<file path="src/rtl/lfsr_pkg.sv">
// Shared LFSR definitions: channel-width helper, maximal-length Galois tap table,
// supported-width table and FSM state encoding.
package lfsr_pkg;

  localparam int unsigned LFSR_MAX_WIDTH = 128;

  typedef enum logic [1:0] {
    ST_IDLE = 2'd0,
    ST_STEP = 2'd1,
    ST_OUT  = 2'd2
  } lfsr_state_e;

  function automatic int unsigned clog2(input int unsigned n);
    int unsigned r;
    int unsigned v;
    r = 0;
    v = 1;
    while (v < n) begin
      v = v << 1;
      r++;
    end
    return r;
  endfunction

  function automatic logic [LFSR_MAX_WIDTH-1:0] tbit(input int unsigned t);
    return LFSR_MAX_WIDTH'(1) << (t - 1);
  endfunction

  // Mask bit (t-1) is set for every polynomial tap t; right-shifting Galois form.
  function automatic logic [LFSR_MAX_WIDTH-1:0] tap(input int unsigned width);
    case (width)
      3:   return tbit(3)  | tbit(2);
      4:   return tbit(4)  | tbit(3);
      5:   return tbit(5)  | tbit(3);
      6:   return tbit(6)  | tbit(5);
      7:   return tbit(7)  | tbit(6);
      8:   return tbit(8)  | tbit(6)  | tbit(5)  | tbit(4);
      9:   return tbit(9)  | tbit(5);
      10:  return tbit(10) | tbit(7);
      11:  return tbit(11) | tbit(9);
      12:  return tbit(12) | tbit(6)  | tbit(4)  | tbit(1);
      13:  return tbit(13) | tbit(4)  | tbit(3)  | tbit(1);
      14:  return tbit(14) | tbit(5)  | tbit(3)  | tbit(1);
      15:  return tbit(15) | tbit(14);
      16:  return tbit(16) | tbit(15) | tbit(13) | tbit(4);
      17:  return tbit(17) | tbit(14);
      18:  return tbit(18) | tbit(11);
      19:  return tbit(19) | tbit(6)  | tbit(2)  | tbit(1);
      20:  return tbit(20) | tbit(17);
      21:  return tbit(21) | tbit(19);
      22:  return tbit(22) | tbit(21);
      23:  return tbit(23) | tbit(18);
      24:  return tbit(24) | tbit(23) | tbit(22) | tbit(17);
      25:  return tbit(25) | tbit(22);
      26:  return tbit(26) | tbit(6)  | tbit(2)  | tbit(1);
      27:  return tbit(27) | tbit(5)  | tbit(2)  | tbit(1);
      28:  return tbit(28) | tbit(25);
      29:  return tbit(29) | tbit(27);
      30:  return tbit(30) | tbit(6)  | tbit(4)  | tbit(1);
      31:  return tbit(31) | tbit(28);
      32:  return tbit(32) | tbit(22) | tbit(2)  | tbit(1);
      33:  return tbit(33) | tbit(20);
      34:  return tbit(34) | tbit(27) | tbit(2)  | tbit(1);
      35:  return tbit(35) | tbit(33);
      36:  return tbit(36) | tbit(25);
      37:  return tbit(37) | tbit(5)  | tbit(4)  | tbit(3) | tbit(2) | tbit(1);
      38:  return tbit(38) | tbit(6)  | tbit(5)  | tbit(1);
      39:  return tbit(39) | tbit(35);
      40:  return tbit(40) | tbit(38) | tbit(21) | tbit(19);
      41:  return tbit(41) | tbit(38);
      42:  return tbit(42) | tbit(41) | tbit(20) | tbit(19);
      43:  return tbit(43) | tbit(42) | tbit(38) | tbit(37);
      44:  return tbit(44) | tbit(43) | tbit(18) | tbit(17);
      45:  return tbit(45) | tbit(44) | tbit(42) | tbit(41);
      46:  return tbit(46) | tbit(45) | tbit(26) | tbit(25);
      47:  return tbit(47) | tbit(42);
      48:  return tbit(48) | tbit(47) | tbit(21) | tbit(20);
      49:  return tbit(49) | tbit(40);
      50:  return tbit(50) | tbit(49) | tbit(24) | tbit(23);
      51:  return tbit(51) | tbit(50) | tbit(36) | tbit(35);
      52:  return tbit(52) | tbit(49);
      53:  return tbit(53) | tbit(52) | tbit(38) | tbit(37);
      54:  return tbit(54) | tbit(53) | tbit(18) | tbit(17);
      55:  return tbit(55) | tbit(31);
      56:  return tbit(56) | tbit(55) | tbit(35) | tbit(34);
      57:  return tbit(57) | tbit(50);
      58:  return tbit(58) | tbit(39);
      59:  return tbit(59) | tbit(58) | tbit(38) | tbit(37);
      60:  return tbit(60) | tbit(59);
      61:  return tbit(61) | tbit(60) | tbit(46) | tbit(45);
      62:  return tbit(62) | tbit(61) | tbit(6)  | tbit(5);
      63:  return tbit(63) | tbit(62);
      64:  return tbit(64) | tbit(63) | tbit(61) | tbit(60);
      128: return tbit(128) | tbit(126) | tbit(101) | tbit(99);
      default: return '0;
    endcase
  endfunction

  function automatic logic [LFSR_MAX_WIDTH:0] build_supported();
    logic [LFSR_MAX_WIDTH:0] m;
    m = '0;
    for (int unsigned w = 3; w <= 64; w++) m[w] = 1'b1;
    m[LFSR_MAX_WIDTH] = 1'b1;
    return m;
  endfunction

  localparam logic [LFSR_MAX_WIDTH:0] LFSR_SUPPORTED_WIDTHS = build_supported();

  function automatic bit width_supported(input int unsigned w);
    return (w <= LFSR_MAX_WIDTH) && LFSR_SUPPORTED_WIDTHS[w];
  endfunction

endpackage

</file>
<file path="src/rtl/lfsr_step.sv">
// One combinational Galois LFSR step with lock-up prevention (zero -> MSB-only).
module lfsr_step
  import lfsr_pkg::*;
#(
  parameter int unsigned OUTPUT_WIDTH = 32
) (
  input  logic [OUTPUT_WIDTH-1:0] state_i,
  output logic [OUTPUT_WIDTH-1:0] state_o
);

  localparam logic [OUTPUT_WIDTH-1:0] TAP      = OUTPUT_WIDTH'(tap(OUTPUT_WIDTH));
  localparam logic [OUTPUT_WIDTH-1:0] MSB_ONLY = {1'b1, {(OUTPUT_WIDTH-1){1'b0}}};

  logic [OUTPUT_WIDTH-1:0] shifted;

  always_comb begin
    shifted = (state_i >> 1) ^ (state_i[0] ? TAP : '0);
    state_o = (shifted == '0) ? MSB_ONLY : shifted;
  end

endmodule

</file>
<file path="src/rtl/lfsr_noise_gen.sv">
// Multi-channel LFSR noise generator: per-channel state, request/step/output FSM
// with output backpressure and seed writes accepted in any state.
module lfsr_noise_gen
  import lfsr_pkg::*;
#(
  parameter int unsigned NR_CHANNELS  = 4,
  parameter int unsigned OUTPUT_WIDTH = 32,
  parameter int unsigned STEPS        = 1,
  parameter bit          SIGNED       = 1'b0,
  localparam int unsigned CHANNEL_WIDTH = (clog2(NR_CHANNELS) < 1) ? 1 : clog2(NR_CHANNELS)
) (
  input  logic                     clk,
  input  logic                     rst,
  input  logic [CHANNEL_WIDTH-1:0] rndm_ch,
  input  logic                     rndm_req,
  output logic                     rndm_req_ready,
  input  logic [CHANNEL_WIDTH-1:0] rndm_init_ch,
  input  logic [OUTPUT_WIDTH-1:0]  rndm_seed,
  input  logic                     rndm_init,
  output logic [OUTPUT_WIDTH-1:0]  rndm_out,
  output logic [CHANNEL_WIDTH-1:0] rndm_out_ch,
  output logic                     rndm_out_valid,
  input  logic                     rndm_out_ready
);

  localparam int unsigned             DEPTH    = 1 << CHANNEL_WIDTH;
  localparam logic [OUTPUT_WIDTH-1:0] MSB_ONLY = {1'b1, {(OUTPUT_WIDTH-1){1'b0}}};
  localparam logic [7:0]              LAST_CNT = 8'(STEPS - 1);

  if (!width_supported(OUTPUT_WIDTH)) begin : g_bad_width
    $error("lfsr_noise_gen: unsupported OUTPUT_WIDTH %0d", OUTPUT_WIDTH);
  end
  if (STEPS < 1 || STEPS > OUTPUT_WIDTH) begin : g_bad_steps
    $error("lfsr_noise_gen: STEPS %0d out of range", STEPS);
  end
  if (NR_CHANNELS < 1 || NR_CHANNELS > 256) begin : g_bad_channels
    $error("lfsr_noise_gen: NR_CHANNELS %0d out of range", NR_CHANNELS);
  end

  lfsr_state_e state_q, state_d;

  logic [OUTPUT_WIDTH-1:0]  chan_q [DEPTH];
  logic [OUTPUT_WIDTH-1:0]  work_q;
  logic [CHANNEL_WIDTH-1:0] ch_q;
  logic [7:0]               step_cnt_q;
  logic [OUTPUT_WIDTH-1:0]  out_q;
  logic [CHANNEL_WIDTH-1:0] out_ch_q;

  logic [OUTPUT_WIDTH-1:0]  step_nxt;
  logic [OUTPUT_WIDTH-1:0]  out_map;
  logic                     req_ch_ok;
  logic                     init_ok;
  logic                     accept;
  logic                     last_step;

  lfsr_step #(
    .OUTPUT_WIDTH(OUTPUT_WIDTH)
  ) u_step (
    .state_i(work_q),
    .state_o(step_nxt)
  );

  always_comb begin
    req_ch_ok = int'(rndm_ch) < int'(NR_CHANNELS);
    init_ok   = rndm_init && (int'(rndm_init_ch) < int'(NR_CHANNELS));
    accept    = (state_q == ST_IDLE) && rndm_req && req_ch_ok;
    last_step = (state_q == ST_STEP) && (step_cnt_q == LAST_CNT);
    out_map   = (SIGNED && (step_nxt == MSB_ONLY)) ? '0 : step_nxt;
  end

  always_ff @(posedge clk or posedge rst) begin
    if (rst) state_q <= ST_IDLE;
    else     state_q <= state_d;
  end

  // Out-of-range requests are consumed in IDLE without leaving it.
  always_comb begin
    state_d = state_q;
    case (state_q)
      ST_IDLE: if (accept)         state_d = ST_STEP;
      ST_STEP: if (last_step)      state_d = ST_OUT;
      ST_OUT:  if (rndm_out_ready) state_d = ST_IDLE;
      default:                     state_d = ST_IDLE;
    endcase
  end

  always_comb begin
    rndm_req_ready = (state_q == ST_IDLE);
    rndm_out_valid = (state_q == ST_OUT);
    rndm_out       = out_q;
    rndm_out_ch    = out_ch_q;
  end

  always_ff @(posedge clk or posedge rst) begin
    if (rst) begin
      work_q     <= '0;
      ch_q       <= '0;
      step_cnt_q <= '0;
      out_q      <= '0;
      out_ch_q   <= '0;
    end else if (accept) begin
      work_q     <= chan_q[rndm_ch];
      ch_q       <= rndm_ch;
      step_cnt_q <= '0;
    end else if (state_q == ST_STEP) begin
      work_q     <= step_nxt;
      step_cnt_q <= step_cnt_q + 8'd1;
      if (last_step) begin
        out_q    <= out_map;
        out_ch_q <= ch_q;
      end
    end
  end

  // Seed takes priority per entry, so a write-back to another channel is never lost.
  always_ff @(posedge clk or posedge rst) begin
    if (rst) begin
      for (int unsigned i = 0; i < DEPTH; i++) chan_q[i] <= OUTPUT_WIDTH'(1);
    end else begin
      for (int unsigned i = 0; i < DEPTH; i++) begin
        if (init_ok && (rndm_init_ch == CHANNEL_WIDTH'(i)))
          chan_q[i] <= rndm_seed;
        else if (last_step && (ch_q == CHANNEL_WIDTH'(i)))
          chan_q[i] <= step_nxt;
      end
    end
  end

endmodule

</file>
<file path="config.mk">
export PLATFORM = sky130hd
export DESIGN_NAME = lfsr_noise_gen
export DESIGN_NICKNAME = d
export VERILOG_FILES = /design/src/rtl/lfsr_pkg.sv /design/src/rtl/lfsr_step.sv /design/src/rtl/lfsr_noise_gen.sv
export SDC_FILE = /design/constraint.sdc
export NUM_CORES = 1
export LEC_CHECK = 0
export BUFFER_PORTS_ARGS = -buffer_cell sky130_fd_sc_hd__buf_2
export CORE_UTILIZATION = 63
export CTS_BUF_LIST = sky130_fd_sc_hd__clkbuf_4
export CTS_CLUSTER_SIZE = 12
export DETAILED_ROUTE_END_ITERATION = 8
export GPL_TIMING_DRIVEN = 0
export HOLD_SLACK_MARGIN = 0.08
export PLACE_DENSITY = 0.86
export RECOVER_POWER = 25
export SLEW_MARGIN = 40
export SYNTH_ARGS = -nofsm -noshare
export SYNTH_HDL_FRONTEND = slang
export SYNTH_HIERARCHICAL = 1
export SYNTH_SLANG_ARGS = --single-unit
</file>
<file path="constraint.sdc">
create_clock -name clk -period 7.6 [get_ports clk]
set_input_delay 1.52 -clock clk [delete_from_list [all_inputs] [get_ports clk]]
set_output_delay 1.52 -clock clk [all_outputs]
set_load 0.05 [all_outputs]
</file>
# Yosys cells after proc, flatten, opt, wreduce, memory -nomap -nowiden
# Cells that the tools add are included.
# word_totals
regBits,206
# classes
n_mux,21
order_cmp,1
n_reduce_logical,22
eq_ne,11
bitwise,3
add_sub_neg,1
# op_table
cell,count
two-way mux 32 bit,14
binary-select mux 32 bit (select 2 bit),1
zero test 32 bit,1
XOR 31 x 32 -> 32 bit,1
two-way mux 8 bit,2
== test 2 bit (second input constant),5
logical AND 1 bit,10
nonzero test 2 bit,5
adder 8 x 1 -> 8 bit (second input constant),1
zero test 8 bit,1
== test 2 x 1 -> 1 bit (second input constant),3
zero test 2 bit,3
two-way mux 2 bit,3
one-hot mux 2 bit (3 select lines),1
AND reduction 3 bit,2
inequality test 2 x 1 -> 1 bit (second input constant),2
greater-or-equal comparator 3 bit (second input constant),1
inverter 2 -> 3 bit,1
inequality test 2 bit (second input constant),1
inverter 1 bit,1

# Depth between registers and ports, before layout
# Gate-level depths: netlist of the first run.
# logic_depth
ltp_word,6
mapped_depth,8

# Cells and area by module
# Netlist of the first run, hierarchy kept.
# by_module_without_submodules
mod,seq_area_each_um2,area_each_um2,instances,cells_per_inst
lfsr_noise_gen,5159.9,10291.1,1,733
lfsr_step,0.0,226.5,1,42

# Least setup slack after synthesis of the first run
# Ideal clock, no wire load.
# synth_timing
kind,input to register
from,input rndm_init_ch[1]
to,register chan_q[120] in the netlist's numbering
setup_slack_ns,4.639
arrival_ns,2.834
required_time_ns,7.472
stages,4
cell_sequence,nor3b_2 > clkbuf_1 > mux2_2 > mux2_1
# synth_between
elab_chain_cells,3
word_cells_on_any_way,4
# synth_rtl
item,line_no,text
from (decl),lfsr_noise_gen.sv:17,"input logic [CHANNEL_WIDTH-1:0] rndm_init_ch,"
zero test 2 bit (*),lfsr_noise_gen.sv:121,if (init_ok && (rndm_init_ch == CHANNEL_WIDTH'(i)))
logical AND 1 bit (*),lfsr_noise_gen.sv:121,
two-way mux 32 bit / nonzero test 2 bit (equally long branches),--,
"to (signal, indexed assignment)",lfsr_noise_gen.sv:122,chan_q[i] <= rndm_seed;
"to (signal, indexed assignment)",lfsr_noise_gen.sv:124,chan_q[i] <= step_nxt;
to (decl),lfsr_noise_gen.sv:42,logic [OUTPUT_WIDTH-1:0] chan_q [DEPTH];
# Every way passes the cells marked *; elsewhere a longest branch is shown, timed or not.
# A chain may end at the register's enable or synchronous reset.

==> results of run 1 <==
==> state kept, by name (all words and copies together), names as in the netlist <==
| name | cells |
|---|---|
| ch_q | 2 |
| chan_q | 128 |
| rndm_out | 32 |
| rndm_out_ch | 2 |
| state_q | 2 |
| step_cnt_q | 8 |
| work_q | 32 |
==> power groups by stage <==
stage	clock (uW)	combinational (uW)	sequential, uW
2_1_floorplan	0	1330	2040
3_3_place_gp	0	1890	1840
3_5_place_dp	0	1990	1890
4_1_cts	953	2000	1870
5_1_grt	1010	2140	1930
6_report	936	2000	1880
==> cell families (layout without fill, tap and decap cells) <==
group                    after synthesis  after routing
AND/OR/NAND/NOR                      110            110
adder cells (fa/ha/maj)                2              2
multiplexers                         322            322
buffers and inverters                 80            247
AO/OA/AOI/OAI                         52             52
XOR/XNOR                               3              3
other                                  0              2
flip-flops                           206            206
==> cells in the mapped netlist, types with 6 or more instances <==
master	n	area, um^2
mux2_2	282	3176
dfrtp_1	202	5055
nand2_1	77	289.0
clkbuf_1	48	180.2
a22oi_1	32	240.2
mux4_2	32	720.7
buf_2	14	70.07
mux2_1	8	90.09
o21ai_0	8	40.04
buf_6	7	78.83
nor4_1	6	37.54
==> metrics by stage <==
stage          TNS, ns  util (%)
2_1_floorplan        0         -
3_3_place_gp   -266.81     69.24
3_5_place_dp         0     69.63
4_1_cts              0     73.70
5_1_grt              0     73.70
6_report             0     73.70
==> layer usage <==
layer	up-vias	routed length, um	track usage (%)
met3	78	1466	5.285
met5	-	13	0
met2	300	12710	51.68
li1	3117	-	-
met1	3728	10110	37.70
met4	2	802	14.77
==> cell type report <==
class | instances | share of cell area [%]
Antenna cell | 2 | 0.04214
Buffer | 75 | 3.055
Clock buffer | 83 | 5.247
Clock inverter | 8 | 0.2844
Inverter | 5 | 0.1686
Multi-Input combinational cell | 489 | 41.90
Sequential cell | 206 | 43.45
Tap cell | 216 | 2.276
Timing Repair Buffer | 76 | 3.582
==> how the worst max path moves through the flow <==
stage | end | slack [ns] | depth (start not counted)
3_5_place_dp | chan_q[97] | 4.06 | 5
2_1_floorplan | ch_q[0] | 0.46 | 1
5_1_grt | chan_q[27] | 4.03 | 2
4_1_cts | rndm_out_valid | 4.52 | 3
6_report | chan_q[27] | 4.48 | 2
3_3_place_gp | rndm_out[13] | -1.34 | 2
==> flow_metrics.env, run 1 <==
export IMPL_required_ns=7.85
export IMPL_power_uw=4817
export IMPL_vias=7225
export IMPL_period_share_pct=41.04
export IMPL_cts_sinks=206
export IMPL_fp_row_count=46
export IMPL_holdPathStages=1
export IMPL_grt_pass1_vias=7811
export IMPL_layout_cells_non_filler=1160
export IMPL_synth_area_um2=10520
export IMPL_synthAdderAreaFrac_pct=0.2379
export IMPL_fmax_ghz=0.3206
export IMPL_cp_startpoint="rst"
export IMPL_maxSlewHeadroom_pct=-104.5
export IMPL_drc=0
export IMPL_tightest_slew_ns=3.051
export IMPL_fin_area_um2=11880
export IMPL_rsz0062_at_grt="no"
export IMPL_io_buffer_count=74
export IMPL_end_kind="async pin"
export IMPL_setup_worst_path_class="in -> async"
export IMPL_drt_iter0_drc=556
export IMPL_via_per_inst=6.228
export IMPL_ff_latch_area_um2=5160
export IMPL_num_io_pins=77
export IMPL_synth_seq_area_share_pct=49.06
export IMPL_cts_hold_buf=0
export IMPL_crit_family="buffers and inverters"
export IMPL_cts_htree_levels=2
export IMPL_grt_remaining_overflow=0
export IMPL_seqPwrFrac_pct=39.0
export IMPL_cpPeakStageDelay_ns=1.73
export IMPL_min_from="chan_q[74]"
export IMPL_synth_mux_area_share_pct=37.90
export IMPL_clockBufferDepth=3
export IMPL_place_ws_ns=4.060
export IMPL_setup_viol=0
export IMPL_fillers=1063
export IMPL_final_common_cell="mux2_2"
export IMPL_intPower_uw=3026
export IMPL_switching_share_pct=37.18
export IMPL_p_comb_share_pct=41.5
export IMPL_routedWlPerCell_um=21.63
export IMPL_die_h_um=131.2
export IMPL_area_delta_synth_final_pct=12.92
export IMPL_r2r_end="chan_q[91]"
export IMPL_crit_path_cell_trace="buf_2, clkinvlp_2"
export IMPL_grt_max_degree=78
export IMPL_maxSlewViolCount=62
export IMPL_syn_nets=818
export IMPL_violations="capacitance limit, slew limit"
export IMPL_finalHoldViolations=0
export IMPL_critical_path_arrival_ns=3.37
export IMPL_p_sw_uw=1791
export IMPL_synth_simple_area_share_pct=5.092
export IMPL_dp_cells=1067
export IMPL_maxCapViolations=1
export IMPL_post_dp_cell_area_um2=11220
export IMPL_dieArea_um2=17210
export IMPL_synth_distinct_cells=40
export IMPL_path_buf_inv=2
export IMPL_cts_tree="yes"
export IMPL_min_period_ns=3.119
export IMPL_start_util_pct=65.26
export IMPL_fin_hold_ws_ns=0.4876
export IMPL_synthCells=775
export IMPL_power_share_clock_pct=19.4
export IMPL_synth_area_per_cell_um2=13.57
export IMPL_status="finished, violations left"
export IMPL_ff2ff_path_depth=8
export IMPL_clock_latency_ns=0.69
export IMPL_nets=949
export IMPL_power_leakage_uw=0.005543
export IMPL_yosys_area_share_xor_xnor_pct=0.2498
export IMPL_synth_compound_area_share_pct=3.831
export IMPL_fin_worst_skew_ns=0.06265
export IMPL_grt_antenna_before_repair=3
export IMPL_ys_flop_type="dfrtp_1"
export IMPL_cp_start_kind="primary input"
export IMPL_drt_pre_antenna_iters=5
export IMPL_hold_path_class="reg -> reg"
export IMPL_vdd_drop_max_mv=0.2239
export IMPL_synth_edf_count=0
export IMPL_most_common_layout_cells="282 x mux2_2, 202 x dfrtp_1, 88 x buf_2"
export IMPL_reg2reg_setup_slack_ns=5.31
export IMPL_ys_seq_elements=206
export IMPL_multi_input_area_um2=4976
export IMPL_final_layout_size_suffix_gt1_share_pct=54.78
export IMPL_fin_ws_ns=4.481
export IMPL_dp_final_hpwl_um=16670
export IMPL_slowest_stage="clkinvlp_2"
export IMPL_crit_fanout=63
export IMPL_ant_nets=0
export IMPL_grt_usage_pct=30.40
export IMPL_min_to="chan_q[74]"
export IMPL_grt_pass1_wl_um=40740
export IMPL_p_per_area_nw_per_um2=405.6
export IMPL_cts_root_buffer="clkbuf_4"
export IMPL_fp_coreArea_um2=16120
export IMPL_cts_buffers_inserted=53
export IMPL_clk_pin_slew_worst_paths_ns=0.06
export IMPL_synthArstFlopShare_pct=100.0
export IMPL_worstReg2RegStart="step_cnt_q[0]"
export IMPL_postCtsSetupBuffers=0
export IMPL_cts_resized=0
export IMPL_yosys_warnings=6
export IMPL_synth_top_family_by_area="multiplexers"
export IMPL_gp_congestion=0.8245
export IMPL_chipWidth_um=131.2
export IMPL_drt_total_wl_um=25090
Note: power is estimated with default switching activity, not from simulation.
==> run 2, diff against run 1 <==
--- a/config.mk
+++ b/config.mk
@@ -5,6 +5,7 @@
 export SDC_FILE = /design/constraint.sdc
 export NUM_CORES = 1
 export LEC_CHECK = 0
+export ABC_AREA = 1
 export BUFFER_PORTS_ARGS = -buffer_cell sky130_fd_sc_hd__buf_2
 export CORE_UTILIZATION = 63
 export CTS_BUF_LIST = sky130_fd_sc_hd__clkbuf_4
==> constraint.sdc (replaced) <==
create_clock -name clk -period 2.9 [get_ports clk]
set_input_delay 0.58 -clock clk [delete_from_list [all_inputs] [get_ports clk]]
set_output_delay 0.58 -clock clk [all_outputs]
set_load 0.05 [all_outputs]
==> run 2 against run 1 <==
Against the previous run: the flow now finishes without violations; count of clock-buffer cells in the layout fell by 6; total power rose to 2.7 times the previous value; clock skew is 0.020 ns lower; register-to-register slack worse by 4.3 ns; core utilization is 0.71 points higher; cell count increased by 66%; sequential cell count is the same; via count rose by 60%; setup slack got worse by 3.7 ns; sequential share of layout area down 2.1 points; largest cell class unchanged; highest routed layer is now met4.
==> flow_metrics.env, run 2 <==
export IMPL_synthCells=1527
export IMPL_fp_row_count=47
export IMPL_vias=11560
export IMPL_final_layout_size_suffix_gt1_share_pct=12.76
export IMPL_grt_remaining_overflow=0
export IMPL_status="finished, final reports clean"
export IMPL_final_common_cell="nand2_1"
export IMPL_cts_root_buffer="clkbuf_4"
export IMPL_cp_start_kind="register"
export IMPL_clockBufferDepth=3
export IMPL_synth_area_per_cell_um2=7.174
export IMPL_dp_cells=1831
export IMPL_p_comb_share_pct=43.7
export IMPL_synth_distinct_cells=27
export IMPL_grt_pass1_vias=11370
export IMPL_chipWidth_um=133.9
export IMPL_layout_cells_non_filler=1921
export IMPL_ys_seq_elements=206
export IMPL_setup_viol=0
export IMPL_drc=0
export IMPL_grt_usage_pct=39.88
export IMPL_maxCapViolations=0
export IMPL_hold_path_class="in -> reg"
export IMPL_yosys_area_top_type_share_pct=46.15
export IMPL_maxSlewViolCount=0
export IMPL_p_sw_uw=5933
export IMPL_intPower_uw=7127
export IMPL_clk_pin_slew_worst_paths_ns=0.07
export IMPL_yosysMostFrequentCell="nand2_1"
export IMPL_start_util_pct=65.36
export IMPL_ys_flop_type="dfrtp_1"
export IMPL_grt_max_degree=27
export IMPL_synth_commonest_cells="644 x nand2_1, 264 x nand3_1, 202 x dfrtp_1"
export IMPL_routedWlPerCell_um=17.91
export IMPL_cpPeakStageDelay_ns=0.44
export IMPL_regMostFlops="chan_q"
export IMPL_fin_worst_skew_ns=0.04268
export IMPL_fmax_ghz=0.4727
export IMPL_fin_area_um2=12470
export IMPL_finalHoldViolations=0
export IMPL_synth_seq_area_share_pct=47.10
export IMPL_io_buffer_count=75
export IMPL_drt_iter0_drc=1448
export IMPL_syn_nets=1570
export IMPL_seqPwrFrac_pct=37.9
export IMPL_power_leakage_uw=0.006598
export IMPL_maxSlewHeadroom_pct=34.98
export IMPL_synth_edf_count=0
export IMPL_area_delta_synth_final_pct=13.83
export IMPL_nets=1710
export IMPL_power_share_clock_pct=18.4
export IMPL_switching_share_pct=45.43
export IMPL_vdd_drop_max_mv=0.6451
export IMPL_synth_area_um2=10950
export IMPL_end_kind="output pin"
export IMPL_cts_sinks=206
export IMPL_ant_nets=0
export IMPL_die_h_um=133.9
export IMPL_grt_pass1_wl_um=55620
export IMPL_dieArea_um2=17920
export IMPL_finalCoreUtilization_pct=74.40
export IMPL_min_period_ns=2.115
export IMPL_yosysTopAreaCell="dfrtp_1"
export IMPL_rsz0062_at_grt="no"
export IMPL_slowest_stage="dfrtp_1"
export IMPL_clock_latency_ns=0.70
export IMPL_dp_final_hpwl_um=24070
export IMPL_num_io_pins=77
export IMPL_fp_coreArea_um2=16760
export IMPL_via_per_inst=6.016
export IMPL_largest_reg_flops=128
export IMPL_critical_path_arrival_ns=1.54
export IMPL_post_dp_cell_area_um2=11830
export IMPL_crit_fanout=6
export IMPL_most_common_layout_cells="644 x nand2_1, 264 x nand3_1, 202 x dfrtp_1"
export IMPL_p_per_area_nw_per_um2=1047
export IMPL_required_ns=2.32
export IMPL_cts_tree="yes"
export IMPL_crit_path_cell_trace="nor2_1, buf_2"
export IMPL_yosys_warnings=6
export IMPL_drt_pre_antenna_iters=8
export IMPL_drt_total_wl_um=34400
export IMPL_setup_worst_path_class="reg -> out"
export IMPL_cts_buffers_inserted=52
export IMPL_period_share_pct=72.95
export IMPL_fillers=1365
export IMPL_grt_antenna_before_repair=1
export IMPL_cts_htree_levels=2
export IMPL_fin_tns_setup_ns=0
export IMPL_synth_area_leaders="dfrtp_1 46%, nand2_1 22%, nand3_1 12%, o21ai_0 5.7%, clkbuf_1 2.8%"
export IMPL_gp_congestion=0.9654
export IMPL_tightest_slew_ns=0.9700
export IMPL_synthArstFlopShare_pct=100.0
run 2: cell type report:
type	count	area [um^2]	area share [%]
Clock buffer	77	578.1	4.636
Clock inverter	10	37.54	0.3010
Timing Repair Buffer	86	620.6	4.977
Inverter	56	214.0	1.716
Antenna cell	1	2.502	0.02007
Sequential cell	206	5160	41.38
Multi-Input combinational cell	1132	4991	40.03
Tap cell	220	275.3	2.207
Buffer	133	590.6	4.736
run 2: per-stage QoR:
step                hold slack [ns]  total power [uW]  worst slack (ns)
detailed placement           0.4527             10530            0.7431
global route                 0.3254             13920            0.6644
floorplan                    0.4587              8968           -0.3490
CTS                          0.2697             12930            0.7783
global placement             0.4479             10240            -1.627
finish                       0.2839             13060            0.7846
run 2: final timing paths:
kind                               start        endpoint  slack (ns)  cells after the start
setup reg to reg           step_cnt_q[0]     chan_q[109]        0.99                      9
hold reg to reg             rndm_out[15]    rndm_out[15]        0.47                      2
max in group asynchronous            rst      work_q[18]        0.89                      8
setup / recovery              state_q[0]  rndm_req_ready        0.78                      2
min in group asynchronous            rst   step_cnt_q[2]        0.64                      3
hold / removal              rndm_seed[7]      chan_q[39]        0.28                      5
run 2: cell families after synthesis:
logic type / after synthesis / synth area share, %
compound gates: 177 / 8.955
flops: 206 / 47.10
buf+inv: 189 / 7.333
simple gates: 953 / 36.38
fa+ha+maj: 2 / 0.2284
run 2: repair_timing:
| action | in CTS | in global routing |
|---|---|---|
| gates resized for setup | 0 | 0 |
| endpoints found under the hold margin | 17 | 0 |
| buffers inserted | 0 | 0 |
| hold buffers | 2 | 0 |
run 2: worst max-delay path, delay by kind of cell, from the launching register on:
kind,cells,cell delay (ns)
buffers and inverters,1,0.28
DFF,1,0.44
and+or+nand+nor,1,0.15
run 2: power groups by stage:
| stage | combinational [uW] | sequential, uW | clock (uW) |
|---|---|---|---|
| after floorplan | 3450 | 5510 | 0 |
| after CTS | 5610 | 4910 | 2400 |
| final | 5700 | 4950 | 2410 |
| after detailed placement | 5580 | 4950 | 0 |
| after global placement | 5340 | 4900 | 0 |
| after global routing | 6300 | 5080 | 2550 |
run 2: layer usage:
metal	wire length [um]	global-route usage, %	share of wire [%]	vias to the layer above
li1	-	-	-	5239
met1	12810	51.19	37	5347
met2	15820	62.29	46	811
met3	4345	10.17	13	159
met4	1414	21.28	4.1	0
met5	0	0	0	-
